**config.mk**
```make
export PLATFORM = sky130hd
export DESIGN_NAME = range_browser_flat
export DESIGN_NICKNAME = d
export VERILOG_FILES = /design/src/rtl/range_browser_if.sv /design/src/rtl/range_browser.sv /design/src/flat_wrapper.sv
export SDC_FILE = /design/constraint.sdc
export NUM_CORES = 1
export LEC_CHECK = 0
export ABC_CLOCK_PERIOD_IN_PS = 4800
export CELL_PAD_IN_SITES_DETAIL_PLACEMENT = 1
export CELL_PAD_IN_SITES_GLOBAL_PLACEMENT = 1
export CORE_ASPECT_RATIO = 0.5
export CORE_MARGIN = 4
export CORE_UTILIZATION = 42
export CTS_BUF_LIST = sky130_fd_sc_hd__clkbuf_8
export CTS_CLUSTER_SIZE = 40
export DETAILED_ROUTE_END_ITERATION = 7
export HOLD_SLACK_MARGIN = 0.12
export PLACE_DENSITY = 0.81
export SLEW_MARGIN = 20
export SYNTH_ARGS = -nofsm -noshare
export SYNTH_HDL_FRONTEND = slang
export SYNTH_SLANG_ARGS = --single-unit
```
**constraint.sdc**
```tcl
create_clock -name clk -period 4.8 [get_ports clk]
set_input_delay 0.48 -clock clk [delete_from_list [all_inputs] [get_ports clk]]
set_output_delay 0.48 -clock clk [all_outputs]
set_load 0.05 [all_outputs]
```
**src/rtl/range_browser_if.sv**
```systemverilog
// Key/switch inputs and range-engine handshake bundled for range_browser.
// The testbench drives the master side; range_browser takes the slave side.
interface range_browser_if #(
  parameter int N_WIDTH = 12
);
  logic               go_key_n;
  logic               inc_key_n;
  logic               dec_key_n;
  logic               home_key_n;
  logic [N_WIDTH-1:0] sw;
  logic               range_done;
  logic               range_go;
  logic [31:0]        range_start;
  logic [N_WIDTH-1:0] disp_n;
  logic               browsing;

  modport master (
    output go_key_n, inc_key_n, dec_key_n, home_key_n, sw, range_done,
    input  range_go, range_start, disp_n, browsing
  );

  modport slave (
    input  go_key_n, inc_key_n, dec_key_n, home_key_n, sw, range_done,
    output range_go, range_start, disp_n, browsing
  );
endinterface

```
**src/rtl/range_browser.sv**
```systemverilog
// Launches the range engine with a base n from the switches, then browses result offsets with
// auto-repeating keys. Define RANGE_BROWSER_WRAP_EN to wrap the offset instead of saturating.
module range_browser #(
  parameter int N_WIDTH       = 12,
  parameter int DEPTH         = 256,
  parameter int ADDR_BITS     = 8,
  parameter int HOLD_CYCLES   = 3145728,
  parameter int REPEAT_CYCLES = 3145728,
  parameter int TMR_BITS      = 22
) (
  input  logic         clk,
  input  logic         reset_n,
  range_browser_if.slave bus
);

  typedef enum logic [1:0] {
    S_IDLE      = 2'd0,
    S_LAUNCH    = 2'd1,
    S_WAIT_DONE = 2'd2,
    S_BROWSE    = 2'd3
  } state_t;

  typedef enum logic [1:0] {
    K_NONE = 2'd0,
    K_HOME = 2'd1,
    K_INC  = 2'd2,
    K_DEC  = 2'd3
  } key_t;

  localparam logic [ADDR_BITS-1:0] OFF_MAX   = ADDR_BITS'(DEPTH - 1);
  localparam logic [TMR_BITS-1:0]  HOLD_LAST = TMR_BITS'(HOLD_CYCLES - 1);
  localparam logic [TMR_BITS-1:0]  REP_LAST  = TMR_BITS'(REPEAT_CYCLES - 1);

  state_t               r_state;
  logic [N_WIDTH-1:0]   r_base;
  logic [ADDR_BITS-1:0] r_offset;
  logic [TMR_BITS-1:0]  r_timer;
  logic                 r_rep;
  key_t                 r_key;
  logic [3:0]           r_sync1;
  logic [3:0]           r_sync2;
  logic                 r_go_prev;
  logic                 r_range_go;
  logic [31:0]          r_range_start;
  logic [N_WIDTH-1:0]   r_disp_n;
  logic                 r_browsing;

  logic [3:0]           w_raw_keys;
  logic                 w_go_fall;
  key_t                 w_key;
  logic                 w_press;
  logic                 w_fire;
  logic [TMR_BITS-1:0]  w_nxt_timer;
  logic                 w_nxt_rep;
  state_t               w_nxt_state;
  logic [N_WIDTH-1:0]   w_nxt_base;
  logic [ADDR_BITS-1:0] w_nxt_offset;
  logic                 w_nxt_go;
  logic [31:0]          w_nxt_start;
  logic [N_WIDTH-1:0]   w_nxt_disp;
  logic                 w_nxt_browsing;

  // One offset step in either direction; the bound behaviour is the build-time option.
  function automatic logic [ADDR_BITS-1:0] step_offset(input logic [ADDR_BITS-1:0] off,
                                                       input logic               up);
    logic [ADDR_BITS-1:0] res;
    res = off;
`ifdef RANGE_BROWSER_WRAP_EN
    if (up) begin
      res = (off == OFF_MAX) ? {ADDR_BITS{1'b0}} : off + ADDR_BITS'(1);
    end else begin
      res = (off == {ADDR_BITS{1'b0}}) ? OFF_MAX : off - ADDR_BITS'(1);
    end
`else
    if (up) begin
      res = (off == OFF_MAX) ? off : off + ADDR_BITS'(1);
    end else begin
      res = (off == {ADDR_BITS{1'b0}}) ? off : off - ADDR_BITS'(1);
    end
`endif
    return res;
  endfunction

  // Bit order: [0] go, [1] inc, [2] dec, [3] home; r_sync2 is the synchronised level.
  assign w_raw_keys = {bus.home_key_n, bus.dec_key_n, bus.inc_key_n, bus.go_key_n};
  assign w_go_fall  = r_go_prev & ~r_sync2[0];
  assign w_press    = (w_key != K_NONE) && (w_key != r_key);

  // Resolve the held browse keys into one active key; inc+dec together cancel out.
  always_comb begin
    w_key = K_NONE;
    if (!r_sync2[3]) begin
      w_key = K_HOME;
    end else if (!r_sync2[1] && !r_sync2[2]) begin
      w_key = K_NONE;
    end else if (!r_sync2[1]) begin
      w_key = K_INC;
    end else if (!r_sync2[2]) begin
      w_key = K_DEC;
    end else begin
      w_key = K_NONE;
    end
  end

  // Hold/repeat timer: fires on a fresh press, then after HOLD_CYCLES, then every REPEAT_CYCLES.
  always_comb begin
    w_nxt_timer = r_timer;
    w_nxt_rep   = r_rep;
    w_fire      = 1'b0;
    if ((w_key == K_NONE) || (w_key == K_HOME)) begin
      w_nxt_timer = {TMR_BITS{1'b0}};
      w_nxt_rep   = 1'b0;
    end else if (w_press) begin
      w_fire      = 1'b1;
      w_nxt_timer = {TMR_BITS{1'b0}};
      w_nxt_rep   = 1'b0;
    end else if (r_timer == (r_rep ? REP_LAST : HOLD_LAST)) begin
      w_fire      = 1'b1;
      w_nxt_timer = {TMR_BITS{1'b0}};
      w_nxt_rep   = 1'b1;
    end else begin
      w_nxt_timer = r_timer + TMR_BITS'(1);
    end
  end

  // Next-state and datapath; a go edge relaunches from any state.
  always_comb begin
    w_nxt_state  = r_state;
    w_nxt_base   = r_base;
    w_nxt_offset = r_offset;
    if (w_go_fall) begin
      w_nxt_state  = S_LAUNCH;
      w_nxt_base   = bus.sw;
      w_nxt_offset = {ADDR_BITS{1'b0}};
    end else begin
      case (r_state)
        S_IDLE: begin
          w_nxt_state = S_IDLE;
        end
        S_LAUNCH: begin
          w_nxt_state = S_WAIT_DONE;
        end
        S_WAIT_DONE: begin
          if (bus.range_done) begin
            w_nxt_state = S_BROWSE;
          end else begin
            w_nxt_state = S_WAIT_DONE;
          end
        end
        S_BROWSE: begin
          if (w_press && (w_key == K_HOME)) begin
            w_nxt_offset = {ADDR_BITS{1'b0}};
          end else if (w_fire && (w_key == K_INC)) begin
            w_nxt_offset = step_offset(r_offset, 1'b1);
          end else if (w_fire && (w_key == K_DEC)) begin
            w_nxt_offset = step_offset(r_offset, 1'b0);
          end else begin
            w_nxt_offset = r_offset;
          end
        end
        default: begin
          w_nxt_state = S_IDLE;
        end
      endcase
    end
  end

  // Output values are derived from the next state so the registered outputs line up with it.
  always_comb begin
    w_nxt_go       = (w_nxt_state == S_LAUNCH);
    w_nxt_browsing = (w_nxt_state == S_BROWSE);
    if (w_nxt_state == S_BROWSE) begin
      w_nxt_start = 32'(w_nxt_offset);
    end else begin
      w_nxt_start = 32'(w_nxt_base);
    end
    if (w_nxt_state == S_IDLE) begin
      w_nxt_disp = bus.sw;
    end else begin
      w_nxt_disp = w_nxt_base + N_WIDTH'(w_nxt_offset);
    end
  end

  // State, datapath, synchronisers and registered outputs.
  always_ff @(posedge clk) begin
    if (!reset_n) begin
      r_state       <= S_IDLE;
      r_base        <= {N_WIDTH{1'b0}};
      r_offset      <= {ADDR_BITS{1'b0}};
      r_timer       <= {TMR_BITS{1'b0}};
      r_rep         <= 1'b0;
      r_key         <= K_NONE;
      r_sync1       <= 4'hF;
      r_sync2       <= 4'hF;
      r_go_prev     <= 1'b1;
      r_range_go    <= 1'b0;
      r_range_start <= 32'h0000_0000;
      r_disp_n      <= {N_WIDTH{1'b0}};
      r_browsing    <= 1'b0;
    end else begin
      r_state       <= w_nxt_state;
      r_base        <= w_nxt_base;
      r_offset      <= w_nxt_offset;
      r_timer       <= w_nxt_timer;
      r_rep         <= w_nxt_rep;
      r_key         <= w_key;
      r_sync1       <= w_raw_keys;
      r_sync2       <= r_sync1;
      r_go_prev     <= r_sync2[0];
      r_range_go    <= w_nxt_go;
      r_range_start <= w_nxt_start;
      r_disp_n      <= w_nxt_disp;
      r_browsing    <= w_nxt_browsing;
    end
  end

  assign bus.range_go    = r_range_go;
  assign bus.range_start = r_range_start;
  assign bus.disp_n      = r_disp_n;
  assign bus.browsing    = r_browsing;

endmodule
```
**src/flat_wrapper.sv**
```systemverilog
// flat-port wrapper written by rule: the top's interface ports become plain ports
module range_browser_flat 
#(
  parameter int N_WIDTH       = 12,
  parameter int DEPTH         = 256,
  parameter int ADDR_BITS     = 8,
  parameter int HOLD_CYCLES   = 3145728,
  parameter int REPEAT_CYCLES = 3145728,
  parameter int TMR_BITS      = 22
)
  (clk, reset_n, bus_go_key_n, bus_inc_key_n, bus_dec_key_n, bus_home_key_n, bus_sw, bus_range_done, bus_range_go, bus_range_start, bus_disp_n, bus_browsing);
  range_browser_if #(.N_WIDTH(N_WIDTH)) bus_i ();
  input  logic clk;
  input  logic reset_n;
  input wire logic [$bits(bus_i.go_key_n)-1:0] bus_go_key_n;
  input wire logic [$bits(bus_i.inc_key_n)-1:0] bus_inc_key_n;
  input wire logic [$bits(bus_i.dec_key_n)-1:0] bus_dec_key_n;
  input wire logic [$bits(bus_i.home_key_n)-1:0] bus_home_key_n;
  input wire logic [$bits(bus_i.sw)-1:0] bus_sw;
  input wire logic [$bits(bus_i.range_done)-1:0] bus_range_done;
  output wire logic [$bits(bus_i.range_go)-1:0] bus_range_go;
  output wire logic [$bits(bus_i.range_start)-1:0] bus_range_start;
  output wire logic [$bits(bus_i.disp_n)-1:0] bus_disp_n;
  output wire logic [$bits(bus_i.browsing)-1:0] bus_browsing;
  assign bus_i.go_key_n = bus_go_key_n;
  assign bus_i.inc_key_n = bus_inc_key_n;
  assign bus_i.dec_key_n = bus_dec_key_n;
  assign bus_i.home_key_n = bus_home_key_n;
  assign bus_i.sw = bus_sw;
  assign bus_i.range_done = bus_range_done;
  assign bus_range_go = bus_i.range_go;
  assign bus_range_start = bus_i.range_start;
  assign bus_disp_n = bus_i.disp_n;
  assign bus_browsing = bus_i.browsing;
  range_browser #(.N_WIDTH(N_WIDTH), .DEPTH(DEPTH), .ADDR_BITS(ADDR_BITS), .HOLD_CYCLES(HOLD_CYCLES), .REPEAT_CYCLES(REPEAT_CYCLES), .TMR_BITS(TMR_BITS)) u_core (.clk(clk), .reset_n(reset_n), .bus(bus_i));
endmodule
```
Yosys cells after proc, flatten, opt, wreduce, memory -nomap -nowiden. Index checks and enable logic that the tools add are counted.

Add/sub/neg operators: 4. Equal/unequal tests: 11. Multiplexer cells: 20. Bitwise logic cells: 3. Reduce and logical (&&, ||, !) cells: 15.

Operator list (number): two-way mux 8 bit (8); two-way mux 12 bit (2); adder 22 x 1 -> 22 bit (second input constant) (1); == test 22 bit (second input constant) (1); adder 12 x 8 -> 12 bit (1); == test 2 bit (second input constant) (5); two-way mux 2 bit (5); adder 8 x 1 -> 8 bit (second input constant) (1); == test 8 bit (second input constant) (1); logical NOT 8 bit (1); subtractor 8 x 1 -> 8 bit (second input constant) (1); == test 2 x 1 -> 1 bit (second input constant) (3); logical NOT 2 bit (3); one-hot mux 2 bit (3 select lines) (1); logical AND 1 bit (5); two-way mux 1 bit (4); OR reduction 4 bit (1); logical NOT 1 bit (2); inequality test 2 bit (1); NOT 1 bit (2); nonzero test 2 bit (1); OR reduction 2 bit (1); AND 1 bit (1); logical OR 1 bit (1).

Flip-flop bits (word level): 101. Word-level logic and storage cells: 66.

Depth between registers and ports, before layout. Gate-level depths: netlist of the first run.

Word-level depth: 16. Mapped depth: 19.

Worst setup path before layout of the first run. OpenSTA, ideal clock, no wires.

Path kind: reg2reg. Start: reg u_core.r_sync2[2]. End: reg u_core.r_disp_n[9] (netlist: u_core.bus.disp_n[9]). Arrival time: 3.483 ns. Data required time: 4.678 ns. Path slack: 1.195 ns. Cell stages (with the launch flop): 16. Buffers on the path: 0. Period minus slack after synthesis: 3.605 ns. Cells stage by stage: dfxtp_1 > inv_1 > ha_1 > a21boi_2 > o211ai_4 > or3_1 > a32o_1 > a311o_1 > inv_1 > ha_1 > a21o_1 > a21oi_1 > nor2b_1 > o311a_1 > and4_1 > a311o_1.

Longest elaborated chain between the ends: 16. Elaborated cells on any way between the ends: 26. Those cells by class: 1 x add/sub; 4 x eq/ne; 12 x mux; 9 x reduce/logical.

Ends and longest elaborated chain: from (decl) (line range_browser.sv:41) `logic [3:0] r_sync2;`; from (signal assigned) (line range_browser.sv:208) `r_sync2 <= r_sync1;`; two-way mux 2 bit or logical NOT 1 bit (tied branches) (line range_browser.sv:98, range_browser.sv:94); two-way mux 2 bit or logical AND 1 bit (tied branches) (line range_browser.sv:96, range_browser.sv:94); two-way mux 2 bit (*) (line range_browser.sv:94) `end else if (!r_sync2[1] && !r_sync2[2]) begin`; two-way mux 2 bit (*) (line range_browser.sv:92) `if (!r_sync2[3]) begin`; inequality test 2 bit or nonzero test 2 bit (tied branches) (line range_browser.sv:87) `assign w_press = (w_key != K_NONE) && (w_key != r_key);`; logical AND 1 bit (line range_browser.sv:87); two-way mux 1 bit (line range_browser.sv:113) `end else if (w_press) begin`; two-way mux 1 bit (line range_browser.sv:110) `if ((w_key == K_NONE) || (w_key == K_HOME)) begin`; logical AND 1 bit (line range_browser.sv:155) `end else if (w_fire && (w_key == K_DEC)) begin`; two-way mux 8 bit (line range_browser.sv:155); two-way mux 8 bit (line range_browser.sv:153) `end else if (w_fire && (w_key == K_INC)) begin`; two-way mux 8 bit (*) (line range_browser.sv:151) `if (w_press && (w_key == K_HOME)) begin`; two-way mux 8 bit (*) (line range_browser.sv:136) `case (r_state)`; two-way mux 8 bit (*) (line range_browser.sv:131) `if (w_go_fall) begin`; net u_core.w_nxt_offset[1] (line range_browser.sv:57) `logic [ADDR_BITS-1:0] w_nxt_offset;`; adder 12 x 8 -> 12 bit (*) (line range_browser.sv:180) `w_nxt_disp = w_nxt_base + N_WIDTH'(w_nxt_offset);`; two-way mux 12 bit (*) (line range_browser.sv:177) `if (w_nxt_state == S_IDLE) begin`; to (signal assigned) (line range_browser.sv:198) `r_disp_n <= {N_WIDTH{1'b0}};`; to (signal assigned) (line range_browser.sv:212) `r_disp_n <= w_nxt_disp;`; to (decl) (line range_browser.sv:45) `logic [N_WIDTH-1:0] r_disp_n;`.

The timed path passes the listed nets; every way through them passes the cells marked *. A chain may end at the register's enable or synchronous reset.

Worst setup path in the final report of the first run.
Start: reg u_core.r_sync2[2]. End: reg u_core.r_disp_n[10] (netlist: u_core.bus.disp_n[10]).

Longest elaborated chain between the ends: 16. Elaborated cells on any way between the ends: 26. Those cells by class: 1 x add/sub; 4 x eq/ne; 12 x mux; 9 x reduce/logical.

Ends and longest elaborated chain (line): two-way mux 2 bit or logical NOT 1 bit (tied branches) (range_browser.sv:98, range_browser.sv:94); two-way mux 2 bit or logical AND 1 bit (tied branches) (range_browser.sv:96, range_browser.sv:94); two-way mux 2 bit (*) (range_browser.sv:94); two-way mux 2 bit (*) (range_browser.sv:92); inequality test 2 bit or nonzero test 2 bit (tied branches) (range_browser.sv:87); logical AND 1 bit (range_browser.sv:87); two-way mux 1 bit (range_browser.sv:113); two-way mux 1 bit (range_browser.sv:110); logical AND 1 bit (range_browser.sv:155); two-way mux 8 bit (range_browser.sv:155); two-way mux 8 bit (range_browser.sv:153); two-way mux 8 bit (*) (range_browser.sv:151); two-way mux 8 bit (*) (range_browser.sv:136); two-way mux 8 bit (*) (range_browser.sv:131); adder 12 x 8 -> 12 bit (*) (range_browser.sv:180); two-way mux 12 bit (*) (range_browser.sv:177).

Every way passes the cells marked *; elsewhere a longest branch is shown, timed or not.

==> results of run 1 <==
[area by class of cell]
class	instances	area [um^2]	share of cell area, %
Inverter	20	75.1	1.50
Clock inverter	4	50.0	1.00
Timing Repair Buffer	50	485	9.73
Multi-Input combinational cell	385	2420	48.6
Clock buffer	12	165	3.31
Tap cell	135	169	3.38
Sequential cell	81	1620	32.5
[kinds of logic after synthesis]
logic type	Yosys count	share of synthesized area (%)
fa+ha+maj	13	3.92
buf+inv	65	8.40
mux	14	3.35
other cells	1	0.0865
xor+xnor	27	5.45
compound gates	101	16.7
simple gates	210	24.7
flops	81	37.4
[through the flow]
step           power, mW  hold WS, ps  instances  util (%)
2_1_floorplan      0.877          386        531         -
5_1_grt             1.52          427        687      51.1
4_1_cts             1.47          419        687      51.1
3_3_place_gp       0.928          392        671      48.9
6_report            1.45          414        687      51.1
3_5_place_dp       0.931          397        671      48.9
[path summary, 6_finish.rpt]
kind | from | end | slack (ps) | cells past startpoint
setup / recovery | u_core.r_sync2[2] | u_core.bus.disp_n[10] | 590 | 14
hold / removal | u_core.r_sync1[2] | u_core.r_sync2[2] | 410 | 1
hold reg to reg | u_core.r_sync1[2] | u_core.r_sync2[2] | 410 | 1
setup reg to reg | u_core.r_sync2[2] | u_core.bus.disp_n[10] | 590 | 14
[cells in the final DEF, fill, tap and decap left out, types with 7 or more instances in the layout]
cell             netlist  routed
nand2_1               43      43
nor3_1                12      12
xor2_1                15      15
and2_1                 9       9
and4_1                 8       8
dfxtp_1               81      81
mux2i_1               13      13
clkdlybuf4s50_1        0      44
o21a_1                 8       8
nor2_1                64      64
ha_1                  12      12
nand4_1                9       9
and3_1                 9       9
a31oi_1                7       7
nand2b_1              13      13
clkbuf_8               0      12
conb_1                 1      20
xnor2_1               12      12
nor2b_1                8       7
o21ai_0               14      14
nand3_1               15      15
a21oi_1               22      22
inv_1                 20      20
[per-layer routing]
metal	global-route usage [%]	vias up
met4	4.66	0
li1	-	1826
met2	34.5	87
met1	26.3	1777
met5	0	-
met3	3.91	9
[critical path, stage by stage, from the launching register on]
cell	delay, ps
dfxtp_1	320
inv_1	40
ha_1	310
a21boi_2	330
o211ai_4	150
or3_1	390
a32o_1	270
a311o_1	440
fa_1	490
nor2b_1	130
o21ai_0	150
a31oi_1	360
a21boi_0	340
a2bb2oi_1	200
a31oi_1	120
[state kept, by name, indices dropped and copies added, names as in the netlist]
name and flops:
u_core.bus.browsing 1, u_core.bus.range_start 12, u_core.bus.disp_n 12, u_core.r_sync1 4, u_core.r_key 2, u_core.r_offset 8
u_core.r_timer 22, u_core.r_sync2 4, u_core.r_go_prev 1, u_core.bus.range_go 1, u_core.r_state 2, u_core.r_base 12
[power groups by stage]
stage | sequential [mW] | clock, mW | combinational (mW)
after global routing | 0.703 | 0.585 | 0.231
after global placement | 0.715 | 0 | 0.212
after detailed placement | 0.716 | 0 | 0.215
after CTS | 0.701 | 0.557 | 0.216
final | 0.700 | 0.538 | 0.216
after floorplan | 0.755 | 0 | 0.122
==> metrics.md, run 1 <==
| Metric | Value |
|---|---|
| CP endpoint kind | flip-flop |
| Largest cells by area after synthesis | dfxtp_1 (37%), nor2_1 (5.5%), buf_4 (4.2%), nand2_1 (3.7%), ha_1 (3.5%) |
| Die ar. | 0.0121 mm^2 |
| Io pins | 65 |
| Slew Limit Fails | 0 |
| Switching Power | 415 uW |
| Worst-Skew Late Latency | 360 ps |
| Hold WC Path Type | flip-flop to flip-flop |
| Register area share after synthesis | 37.4% |
| Routed Antenna Nets | 0 |
| Filler Cell Count | 1201 |
| CTS Hold Bufs | 0 |
| Vias per inst | 5.38 |
| Final setup fails | 0 |
| Synth Area per Inst | 8.47 um^2 |
| Final Cell Area | 0.00499 mm^2 |
| WS Path Type | flip-flop to flip-flop |
| Cell area after synthesis | 0.00434 mm^2 |
| Clk buf depth | 2 |
| Cell Rows | 25 |
| CP required | 4980 ps |
| M1 wire length | 5570 um |
| CTS tree | yes |
| Final HPWL DP | 8430 um |
| Vias | 3699 |
| Synthesis-to-finish area growth | 15.1% |
| Most frequent cell after synthesis | dfxtp_1 |
| Share of post-route cells with drive strength above 1 | 6.70% |
| Setup TNS | 0 ps |
| Slew headroom | 31.3% |
| Initial antenna violation count | 0 |
| Antenna diode count | 0 |
| EDFF count, synth | 0 |
| Starting density of the core | 44.4% |
| CORE AREA | 0.00976 mm^2 |
| Post-synth top cells | dfxtp_1 (81), nor2_1 (64), nand2_1 (43) |
| Fin crit share | 87.7% |
| Global Route Usage Sum | 20.1% |
| Max FO, Critical Path | 9 |
| Switching share of power | 28.5% |
| Synth Register Bits | 81 |
| Clock Skew | 7.63 ps |
| Met2 wire len | 5360 um |
| Residual DRC | 0 |
| Drt pass-1 iters | 4 |
| Gate count of the mapped netlist | 512 |
| Routed length per placed instance | 16.8 um |
| Clock share of power | 37.0% |
| Asr flop ratio synth | 0% |
| Placed Area | 0.00478 mm^2 |
| Synth Flop Type | dfxtp_1 |
| Die height | 79.9 um |
| FMAX | 237 MHz |
| Max VDD drop | 113 uV |
| Status | complete, no violations |
| Clock sink count | 81 |
| Synth unique cells | 67 |
| IO Port Bufs | 44 |
| Gpl congestion | 0.942 |
| Routed WL | 11500 um |
| Final Hold Fails | 0 |
| Pre-CTS setup slack | 664 ps |
| Internal power | 1.04 mW |
| Number of global-route vias before repair | 3906 |
| Combinational Power Share | 14.8% |
| Worst setup SP type | flip-flop |
| Leading area contributor after synthesis | dfxtp_1 |
| Fin crit period | 4210 ps |
| Lkg Pwr | 2.02 nW |
| Share of the synthesized area in the top cell type | 37.4% |
| Nets | 579 |
| Global-route congestion overflow total | 0 |
| Setup ws final | 589 ps |
| PD cells | 291 mW/mm^2 |
| RSZ-0062 raised after global routing | no |
| CTS resizes | 0 |
| Max-cap viol count | 0 |
| DR top layer | met4 |
| Warnings from Yosys | 0 |
| Worst-Margin Slew | 1030 ps |
| Root buf cell | clkbuf_8 |
| CTS buffer count | 9 |
| WL met3 | 512 um |
| Setup Fix Bufs, Post-CTS | 0 |
| CTS H-tree lvls | 3 |
| DR iter-0 viols | 209 |
| Worst-path clk slew | 80 ps |
| Die width | 152 um |
| First-pass GRT wire length | 19500 um |
| CP Data Arrival Time | 4400 ps |
| Reg power frac | 48.2% |
| Largest net degree at the start of global routing | 31 |
No activity file was read; power rests on OpenSTA's default activity.
==> run 2, diff against run 1 <==
--- a/config.mk
+++ b/config.mk
@@ -15,6 +15,7 @@
 export CTS_CLUSTER_SIZE = 40
 export DETAILED_ROUTE_END_ITERATION = 7
 export HOLD_SLACK_MARGIN = 0.12
+export MAX_ROUTING_LAYER = met4
 export PLACE_DENSITY = 0.81
 export SLEW_MARGIN = 20
 export SYNTH_ARGS = -nofsm -noshare
==> run 2 against run 1 <==
  * Cell area decreased by 1.2%
  * Die area did not move
  * Critical path depth grew 2
  * Combinational power about the same
  * Critical path type unchanged
  * Critical endpoint unchanged
  * Largest cell class unchanged
==> metrics.md, run 2 (same netlist as run 1, synthesis figures left out) <==
| Metric | Value |
|---|---|
| Status | complete, no violations (unchanged) |
| Setup TNS | 0 ps (unchanged) |
| Nets | 580 (was 579) |
| Worst-Margin Slew | 1080 ps (was 1030 ps) |
| First-pass GRT wire length | 19800 um (was 19500 um) |
| Utilization after layout | 50.6% (was 51.1%) |
| Gpl congestion | 0.948 (was 0.942) |
| Filler Cell Count | 1181 (was 1201) |
| Max FO, Critical Path | 8 (was 9) |
| DR iter-0 viols | 214 (was 209) |
| Final Total Pwr | 1.33 mW (was 1.45 mW) |
| Max-cap viol count | 0 (unchanged) |
| Final setup fails | 0 (unchanged) |
| Root buf cell | clkbuf_8 (unchanged) |
| Slew headroom | 27.7% (was 31.3%) |
| Starting density of the core | 44.4% (unchanged) |
| FMAX | 243 MHz (was 237 MHz) |
| Share of post-route cells with drive strength above 1 | 6.00% (was 6.70%) |
| CTS resizes | 0 (unchanged) |
| Fin crit share | 85.9% (was 87.7%) |
| Setup Fix Bufs, Post-CTS | 0 (unchanged) |
| Worst-Skew Late Latency | 360 ps (about the same) |
| Die width | 152 um (unchanged) |
| Vias per inst | 5.51 (was 5.38) |
| Io pins | 65 (unchanged) |
| CORE AREA | 0.00976 mm^2 (unchanged) |
| IO Port Bufs | 44 (unchanged) |
| Routed length per placed instance | 17.2 um (was 16.8 um) |
| CTS buffer count | 9 (unchanged) |
| Global Route Usage Sum | 21.3% (was 20.1%) |
| Die height | 79.9 um (unchanged) |
| CP required | 4990 ps (was 4980 ps) |
| Clk buf depth | 2 (unchanged) |
| Vias | 3772 (was 3699) |
| WS Path Type | flip-flop to flip-flop (unchanged) |
| Global-route congestion overflow total | 0 (unchanged) |
| Most frequent cells in the layout | dfxtp_1 (81), nor2_1 (64), clkdlybuf4s50_1 (44) (unchanged) |
| Slew Limit Fails | 0 (unchanged) |
| Synthesis-to-finish area growth | 13.8% (was 15.1%) |
| Worst setup SP type | flip-flop (unchanged) |
| Drt pass-1 iters | 4 (unchanged) |
| Residual DRC | 0 (unchanged) |
| CP endpoint kind | flip-flop (unchanged) |
| Clock Skew | 11.6 ps (was 7.63 ps) |
| Number of global-route vias before repair | 3949 (was 3906) |
| Final HPWL DP | 8700 um (was 8430 um) |
| Lkg Pwr | 2.01 nW (was 2.02 nW) |
| Routed WL | 11800 um (was 11500 um) |
| Cell Rows | 25 (unchanged) |
| Final Hold Fails | 0 (unchanged) |
| PD cells | 271 mW/mm^2 (was 291 mW/mm^2) |
| Worst-path clk slew | 80 ps (about the same) |
| Largest net degree at the start of global routing | 31 (unchanged) |
| Clock sink count | 81 (unchanged) |
| RSZ-0062 raised after global routing | no (unchanged) |
| CTS Hold Bufs | 0 (unchanged) |
| Placed instance count | 672 (was 671) |
| Most common cell after layout, fill and taps aside | dfxtp_1 (unchanged) |
| Initial antenna violation count | 0 (unchanged) |
| Final Hold Slack | 413 ps (was 414 ps) |
| Routed Antenna Nets | 0 (unchanged) |
| CP Data Arrival Time | 4310 ps (was 4400 ps) |
| CTS H-tree lvls | 3 (unchanged) |
| Max VDD drop | 120 uV (was 113 uV) |
| Antenna diode count | 0 (unchanged) |
| Fin crit period | 4120 ps (was 4210 ps) |
| Final std cells w/o fill | 685 (was 687) |
| Top reg by flops | u_core.r_timer (unchanged) |
| Max FFs per register | 22 (unchanged) |
| Hold WC Path Type | flip-flop to flip-flop (unchanged) |
| CTS tree | yes (unchanged) |
| Die ar. | 0.0121 mm^2 (unchanged) |
[run 2: changes by cell type in the layout (fill, tap and decap cells not counted)]
cell / previous run / this run
clkbuf_8: 12 / 10
clkinvlp_4: 2 / 0
buf_4: 6 / 7
inv_1: 20 / 22
bufinv_16: 1 / 0
[run 2: power by group]
| part | switching, mW | internal (mW) |
|---|---|---|
| registers | 0.00822 | 0.692 |
| logic | 0.153 | 0.0653 |
| clock network | 0.228 | 0.189 |
[run 2: path summary, 6_finish.rpt]
check | start | to | slack [ps] | cells after the start
max | u_core.r_offset[1] | u_core.bus.disp_n[10] | 680 | 16
min | u_core.r_sync1[1] | u_core.r_sync2[1] | 410 | 1
max reg2reg | u_core.r_offset[1] | u_core.bus.disp_n[10] | 680 | 16
min reg2reg | u_core.r_sync1[1] | u_core.r_sync2[1] | 410 | 1
[run 2: critical path: stages, from the launching register on]
cell	delay, ps
dfxtp_1	390
inv_1	90
ha_1	230
or4b_4	530
nor2b_1	360
a2111oi_2	140
xnor2_1	170
nor2_1	120
ha_1	180
inv_1	60
fa_1	400
nor2b_1	120
o21ai_0	150
a31oi_1	350
a21boi_0	340
a2bb2oi_1	210
a31oi_1	110
[run 2: final cells by class]
cell class                      instances  area [um^2]  share of cell area, %
Tap cell                              135          169                   3.42
Multi-Input combinational cell        385         2420                   49.2
Clock buffer                           10          138                   2.79
Clock inverter                          3         12.5                  0.254
Timing Repair Buffer                   51          493                   9.99
Sequential cell                        81         1620                   32.9
Inverter                               20         75.1                   1.52
[run 2: stage by stage]
| stage | instance area, um^2 | setup slack, ps |
|---|---|---|
| CTS | 4930 | 702 |
| detailed placement | 4780 | 727 |
| floorplan | 4410 | 1190 |
| finish | 4930 | 677 |
| global route | 4930 | 274 |
| global placement | 4780 | 890 |
[run 2: metal layers]
layer  track usage (%)  share of wire, %  up-vias  wire [um]
met5                 -                 0        -          0
met1              26.3                46     1836       5430
met4              6.90               1.8        0        215
met2              34.3                47       92       5510
met3              5.45               5.4       24        642
li1                  -                 -     1820          -
